### config.mk
export PLATFORM = sky130hd
export DESIGN_NAME = cereal_rx_flat
export DESIGN_NICKNAME = d
export VERILOG_FILES = /design/src/rtl/cereal_pkg.sv /design/src/rtl/cereal_rx_if.sv /design/src/rtl/sync2.sv /design/src/rtl/cereal_rx.sv /design/src/flat_wrapper.sv
export SDC_FILE = /design/constraint.sdc
export NUM_CORES = 1
export LEC_CHECK = 0
export CAP_MARGIN = 40
export CORE_ASPECT_RATIO = 0.7
export CORE_MARGIN = 4
export CORE_UTILIZATION = 60
export CTS_CLUSTER_DIAMETER = 100
export DETAILED_ROUTE_END_ITERATION = 12
export GPL_ROUTABILITY_DRIVEN = 0
export PLACE_DENSITY = 0.82
export SLEW_MARGIN = 25
export SYNTH_ARGS = -nofsm -noshare
export SYNTH_HDL_FRONTEND = slang
export SYNTH_HIERARCHICAL = 1
export SYNTH_SLANG_ARGS = --single-unit
### constraint.sdc
create_clock -name sysclk -period 3.2 [get_ports sysclk]
set_input_delay 0.64 -clock sysclk [delete_from_list [all_inputs] [get_ports sysclk]]
set_output_delay 0.64 -clock sysclk [all_outputs]
set_load 0.02 [all_outputs]
### src/rtl/cereal_pkg.sv
// Shared definitions for the cereal serial link: frame width, default bit
// timing and the receiver FSM encoding, so transmitter and receiver agree.
package cereal_pkg;

   localparam int DATA_BITS            = 8;
   localparam int CLKS_PER_BIT_DEFAULT = 434;

   typedef enum logic [1:0] {
      IDLE  = 2'd0,
      START = 2'd1,
      DATA  = 2'd2,
      STOP  = 2'd3
   } rx_state_t;

endpackage

### src/rtl/cereal_rx_if.sv
// Bundle between a cereal line driver and the receiver: the serial line in,
// and the received byte with its status strobes out.
interface cereal_rx_if;
   import cereal_pkg::*;

   logic                 cereal;
   logic [DATA_BITS-1:0] data;
   logic                 valid;
   logic                 frame_err;
   logic                 busy;

   modport master (output cereal, input data, valid, frame_err, busy);
   modport slave  (input cereal, output data, valid, frame_err, busy);

endinterface

### src/rtl/sync2.sv
// Two-flop synchronizer for a single asynchronous bit; both flops reset to
// RESET_VAL so an idle line does not look like an edge after reset.
module sync2 #(
   parameter logic RESET_VAL = 1'b1
) (
   input  logic sysclk,
   input  logic reset,
   input  logic d,
   output logic q
);

   logic meta_reg;
   logic q_reg;

   always_ff @(posedge sysclk or posedge reset) begin
      if (reset) begin
         meta_reg <= RESET_VAL;
         q_reg    <= RESET_VAL;
      end else begin
         meta_reg <= d;
         q_reg    <= meta_reg;
      end
   end

   assign q = q_reg;

endmodule

### src/rtl/cereal_rx.sv
// Cereal UART-style receiver: 8N1 frames, LSB first, mid-bit sampling on the
// synchronized line, one-cycle valid / frame_err strobes.
module cereal_rx
   import cereal_pkg::*;
#(
   parameter int CLKS_PER_BIT = CLKS_PER_BIT_DEFAULT
) (
   input logic        sysclk,
   input logic        reset,
   cereal_rx_if.slave rx
);

   localparam int                CNT_W     = $clog2(CLKS_PER_BIT);
   localparam logic [CNT_W-1:0]  HALF_LAST = CNT_W'(CLKS_PER_BIT / 2 - 1);
   localparam logic [CNT_W-1:0]  FULL_LAST = CNT_W'(CLKS_PER_BIT - 1);
   localparam logic [2:0]        LAST_BIT  = 3'(DATA_BITS - 1);

   if (CLKS_PER_BIT < 4) begin : g_bad_clks_per_bit
      $error("cereal_rx: CLKS_PER_BIT must be at least 4");
   end

   logic                 rx_s;
   logic                 rx_prev_reg;
   rx_state_t            state_reg;
   logic [CNT_W-1:0]     cnt_reg;
   logic [2:0]           bit_idx_reg;
   logic [DATA_BITS-1:0] shift_reg;
   logic [DATA_BITS-1:0] data_reg;
   logic                 valid_reg;
   logic                 frame_err_reg;
   logic                 busy_reg;

   sync2 #(.RESET_VAL(1'b1)) u_sync (
      .sysclk (sysclk),
      .reset  (reset),
      .d      (rx.cereal),
      .q      (rx_s)
   );

   always_ff @(posedge sysclk or posedge reset) begin
      if (reset) begin
         state_reg     <= IDLE;
         rx_prev_reg   <= 1'b1;
         cnt_reg       <= '0;
         bit_idx_reg   <= '0;
         shift_reg     <= '0;
         data_reg      <= '0;
         valid_reg     <= 1'b0;
         frame_err_reg <= 1'b0;
         busy_reg      <= 1'b0;
      end else begin
         valid_reg     <= 1'b0;
         frame_err_reg <= 1'b0;
         rx_prev_reg   <= rx_s;

         case (state_reg)
            IDLE: begin
               // Only a 1->0 transition starts a frame; a stuck-low line never does.
               if (rx_prev_reg && !rx_s) begin
                  state_reg <= START;
                  cnt_reg   <= '0;
                  busy_reg  <= 1'b1;
               end
            end

            START: begin
               if (cnt_reg == HALF_LAST) begin
                  cnt_reg <= '0;
                  if (!rx_s) begin
                     state_reg   <= DATA;
                     bit_idx_reg <= '0;
                  end else begin
                     state_reg <= IDLE;
                     busy_reg  <= 1'b0;
                  end
               end else begin
                  cnt_reg <= cnt_reg + 1'b1;
               end
            end

            DATA: begin
               if (cnt_reg == FULL_LAST) begin
                  cnt_reg   <= '0;
                  shift_reg <= {rx_s, shift_reg[DATA_BITS-1:1]};
                  if (bit_idx_reg == LAST_BIT) begin
                     state_reg <= STOP;
                  end else begin
                     bit_idx_reg <= bit_idx_reg + 1'b1;
                  end
               end else begin
                  cnt_reg <= cnt_reg + 1'b1;
               end
            end

            STOP: begin
               if (cnt_reg == FULL_LAST) begin
                  cnt_reg   <= '0;
                  state_reg <= IDLE;
                  busy_reg  <= 1'b0;
                  if (rx_s) begin
                     data_reg  <= shift_reg;
                     valid_reg <= 1'b1;
                  end else begin
                     frame_err_reg <= 1'b1;
                  end
               end else begin
                  cnt_reg <= cnt_reg + 1'b1;
               end
            end

            default: begin
               state_reg <= IDLE;
               busy_reg  <= 1'b0;
            end
         endcase
      end
   end

   assign rx.data      = data_reg;
   assign rx.valid     = valid_reg;
   assign rx.frame_err = frame_err_reg;
   assign rx.busy      = busy_reg;

endmodule

### src/flat_wrapper.sv
// flat-port wrapper written by rule: the top's interface ports become plain ports
module cereal_rx_flat import cereal_pkg::*;
#(
   parameter int CLKS_PER_BIT = CLKS_PER_BIT_DEFAULT
)
  (sysclk, reset, rx_cereal, rx_data, rx_valid, rx_frame_err, rx_busy);
  cereal_rx_if rx_i ();
  input logic sysclk;
  input logic reset;
  input wire logic [$bits(rx_i.cereal)-1:0] rx_cereal;
  output wire logic [$bits(rx_i.data)-1:0] rx_data;
  output wire logic [$bits(rx_i.valid)-1:0] rx_valid;
  output wire logic [$bits(rx_i.frame_err)-1:0] rx_frame_err;
  output wire logic [$bits(rx_i.busy)-1:0] rx_busy;
  assign rx_i.cereal = rx_cereal;
  assign rx_data = rx_i.data;
  assign rx_valid = rx_i.valid;
  assign rx_frame_err = rx_i.frame_err;
  assign rx_busy = rx_i.busy;
  cereal_rx #(.CLKS_PER_BIT(CLKS_PER_BIT)) u_core (.sysclk(sysclk), .reset(reset), .rx(rx_i));
endmodule
==> impl_metrics.yaml <==
timing:
  finalSetupViolations: 0
  fin_tns_setup_ps: 0
  worst_pin_slew_ps: 537
  finalCritPeriodShare_pct: 59.2
  rsz0062_at_grt: "false"
  fin_crit_ps: 1900
  skew_ps: 7.50
  hold_viol: 0
  maxSlewViolCount: 0
  relSlewSlack_pct: 64.2
  whs_ps: 366
  fmax_mhz: 527
flow_run:
  maxCapViolations: 0
grt:
  grt_pass1_vias: 1201
  grt_pass1_wl_mm: 5.85
  grt_max_degree: 35
  grt_use_total_pct: 20.7
  grt_overflow_total: 0
  antenna_found_initial: 0
power_and_ir_drop:
  sw_frac_of_total_pct: 28.9
  seqPwrFrac_pct: 50.3
  p_clk_share_pct: 34.9
  p_per_area_nw_per_um2: 570
  internal_power_mw: 0.804
  switching_power_mw: 0.327
  peakVddDrop_uv: 648
  combPwrFrac_pct: 14.8
  p_leak_nw: 0.948
cells_and_area:
  largest_register_ffs: 9
  multiInputGateArea_um2: 749
  drive_gt1_share_pct: 23.6
  antennaDiodeCount: 0
  fillCellCount: 172
  ff_latch_area_um2: 905
  layout.nets: 172
  area_growth_pct: 16.6
setup_path:
  arrival_ps: 1260
  start_kind: "flop"
  crit_path_top_delay_cell: "clkdlybuf4s50_1"
  worstSetupEndpointType: "output port"
  crit_fanout: 2
  worstSetupPathType: "flop to output port"
  slowest_delay_ps: 610
  required_ps: 2560
  crit_family: "buffers and inverters"
  critPathBufInv: 1
  crit_chain: "clkdlybuf4s50_1"
drt:
  wl_per_cell_um: 16.1
  drc_errors: 0
  drt_iter0_drc: 154
  drt-total-wl_mm: 3.21
  vias: 1213
  firstDrtPassIters: 5
  vias_per_cell: 6.10
  antenna_left: 0
logic_synthesis:
  avgSynthCellArea_um2: 11.7
  synth_edf_count: 0
  ys.flop_type: "dfrtp_1"
  syn_area_um2: 1700
  synth-seq-cells: 36
  yosysMostFrequentCell: "dfrtp_1"
  synth_top_area_share_pct: 48.6
  synthDistinctLibCells: 34
  synthCells: 145
  synth_common_cells: "dfrtp_1, nand2_1, mux2_2"
  synth_area_leader_cell: "dfrtp_1"
  synth-warning-count: 6
  ys_seq_area_share_pct: 53.2
  async_flop_share_pct: 100
  synth.net_count: 153
  netlist_top_cells_area: "dfrtp_1, mux2_2, dfstp_2, nand2_1, ha_1"
clocking:
  cts-resized-gates: 0
  cts-root-buf: "clkbuf_8"
  cts_tree: "built"
  postCtsSetupRepairBufs: 0
  cts_max_path_buffers: 2
  cts.htree.levels: 2
  holdBufCountCts: 0
  numCtsBuffers: 5
  path_clk_slew_ps: 80
  clkSinkCount: 36
  insertion_delay_ps: 290
min_path:
  hp-class: "flop to flop"
floorplan:
  die_h_um: 52.5
  pin_count: 14
  die_area_um2: 3760
  core-area_um2: 2590
  start_util_pct: 65.7
  core.rowCount: 15
  die_w_um: 71.6
outcome:
  outcome: "complete, no violations"
placed_design:
  hpwl_mm: 2.23
  port-buffer-count: 13
==> final timing paths <==
| path | startpoint | end | slack (ps) | depth (start not counted) |
|---|---|---|---|---|
| worst max register to register | u_core/cnt_reg[0]$_DFFE_PP0P_ | u_core/cnt_reg[3]$_DFFE_PP0P_ | 1350 | 6 |
| worst min register to register | u_core/u_sync/meta_reg$_DFF_PP1_ | u_core/u_sync/q$_DFF_PP1_ | 370 | 0 |
| worst min-delay path | u_core/u_sync/meta_reg$_DFF_PP1_ | u_core/u_sync/q$_DFF_PP1_ | 370 | 0 |
| min in group asynchronous | reset | u_core/u_sync/meta_reg$_DFF_PP1_ | 700 | 2 |
| max in group asynchronous | reset | u_core/rx_prev_reg$_DFF_PP1_ | 2110 | 3 |
| worst max-delay path | u_core/rx.data[3]$_DFFE_PP0P_ | rx_data[3] | 1300 | 1 |
==> cells by family after synthesis <==
| kind of cell | share of synthesized area (%) |
|---|---|
| AO/OA/AOI/OAI | 9.12 |
| XOR/XNOR | 1.03 |
| AND/OR/NAND/NOR | 17.9 |
| adder cells (fa/ha/maj) | 3.68 |
| buffers and inverters | 2.72 |
| multiplexers | 12.4 |
| flip-flops | 53.2 |
==> layer usage <==
layer / wire (um) / share of wire, % / track usage [%]
met1: 1490 / 46 / 29.2
met2: 1460 / 46 / 31.4
met3: 209 / 6.5 / 5.75
met4: 47 / 1.5 / 5.63
met5: 0 / 0 / 0
==> placed cells by master, fill, tap and decap left out, drive strengths merged, types with 5 or more instances in the layout <==
| cell | count |
|---|---|
| dfrtp | 33 |
| nand2 | 19 |
| mux2 | 16 |
| clkdlybuf4s50 | 13 |
| inv | 10 |
| o22ai | 7 |
| nand3 | 6 |
| nor3 | 6 |
| clkbuf | 5 |
| o21ai | 5 |
| ha | 5 |
| nor2 | 5 |
==> power groups by stage <==
stage                     combinational [mW]  clock, mW  sequential (mW)
after floorplan                        0.131          0            0.556
after global placement                 0.156          0            0.570
after detailed placement               0.166          0            0.573
after CTS                              0.167      0.402            0.565
after global routing                   0.195      0.428            0.574
final                                  0.168      0.395            0.569
==> stage by stage <==
stage | util (%) | setup WS, ps | cells | area (um2) | power, mW
after floorplan | - | 1540 | 145 | 1700 | 0.687
after global placement | 72.3 | 1450 | 191 | 1870 | 0.726
after detailed placement | 72.3 | 1400 | 191 | 1870 | 0.739
after CTS | 76.6 | 1300 | 199 | 1980 | 1.13
after global routing | 76.6 | 1220 | 199 | 1980 | 1.20
final | 76.6 | 1300 | 199 | 1980 | 1.13
==> cell type report <==
| class | count | area share (%) |
|---|---|---|
| flip-flops and latches | 36 | 45.6 |
| repair buffers | 14 | 6.94 |
| well taps | 34 | 2.15 |
| multi-input cells | 97 | 37.8 |
| clock buffers | 5 | 3.47 |
| inverters | 10 | 1.89 |
| clock inverters | 3 | 2.15 |
Note: power is estimated with default switching activity, not from simulation.
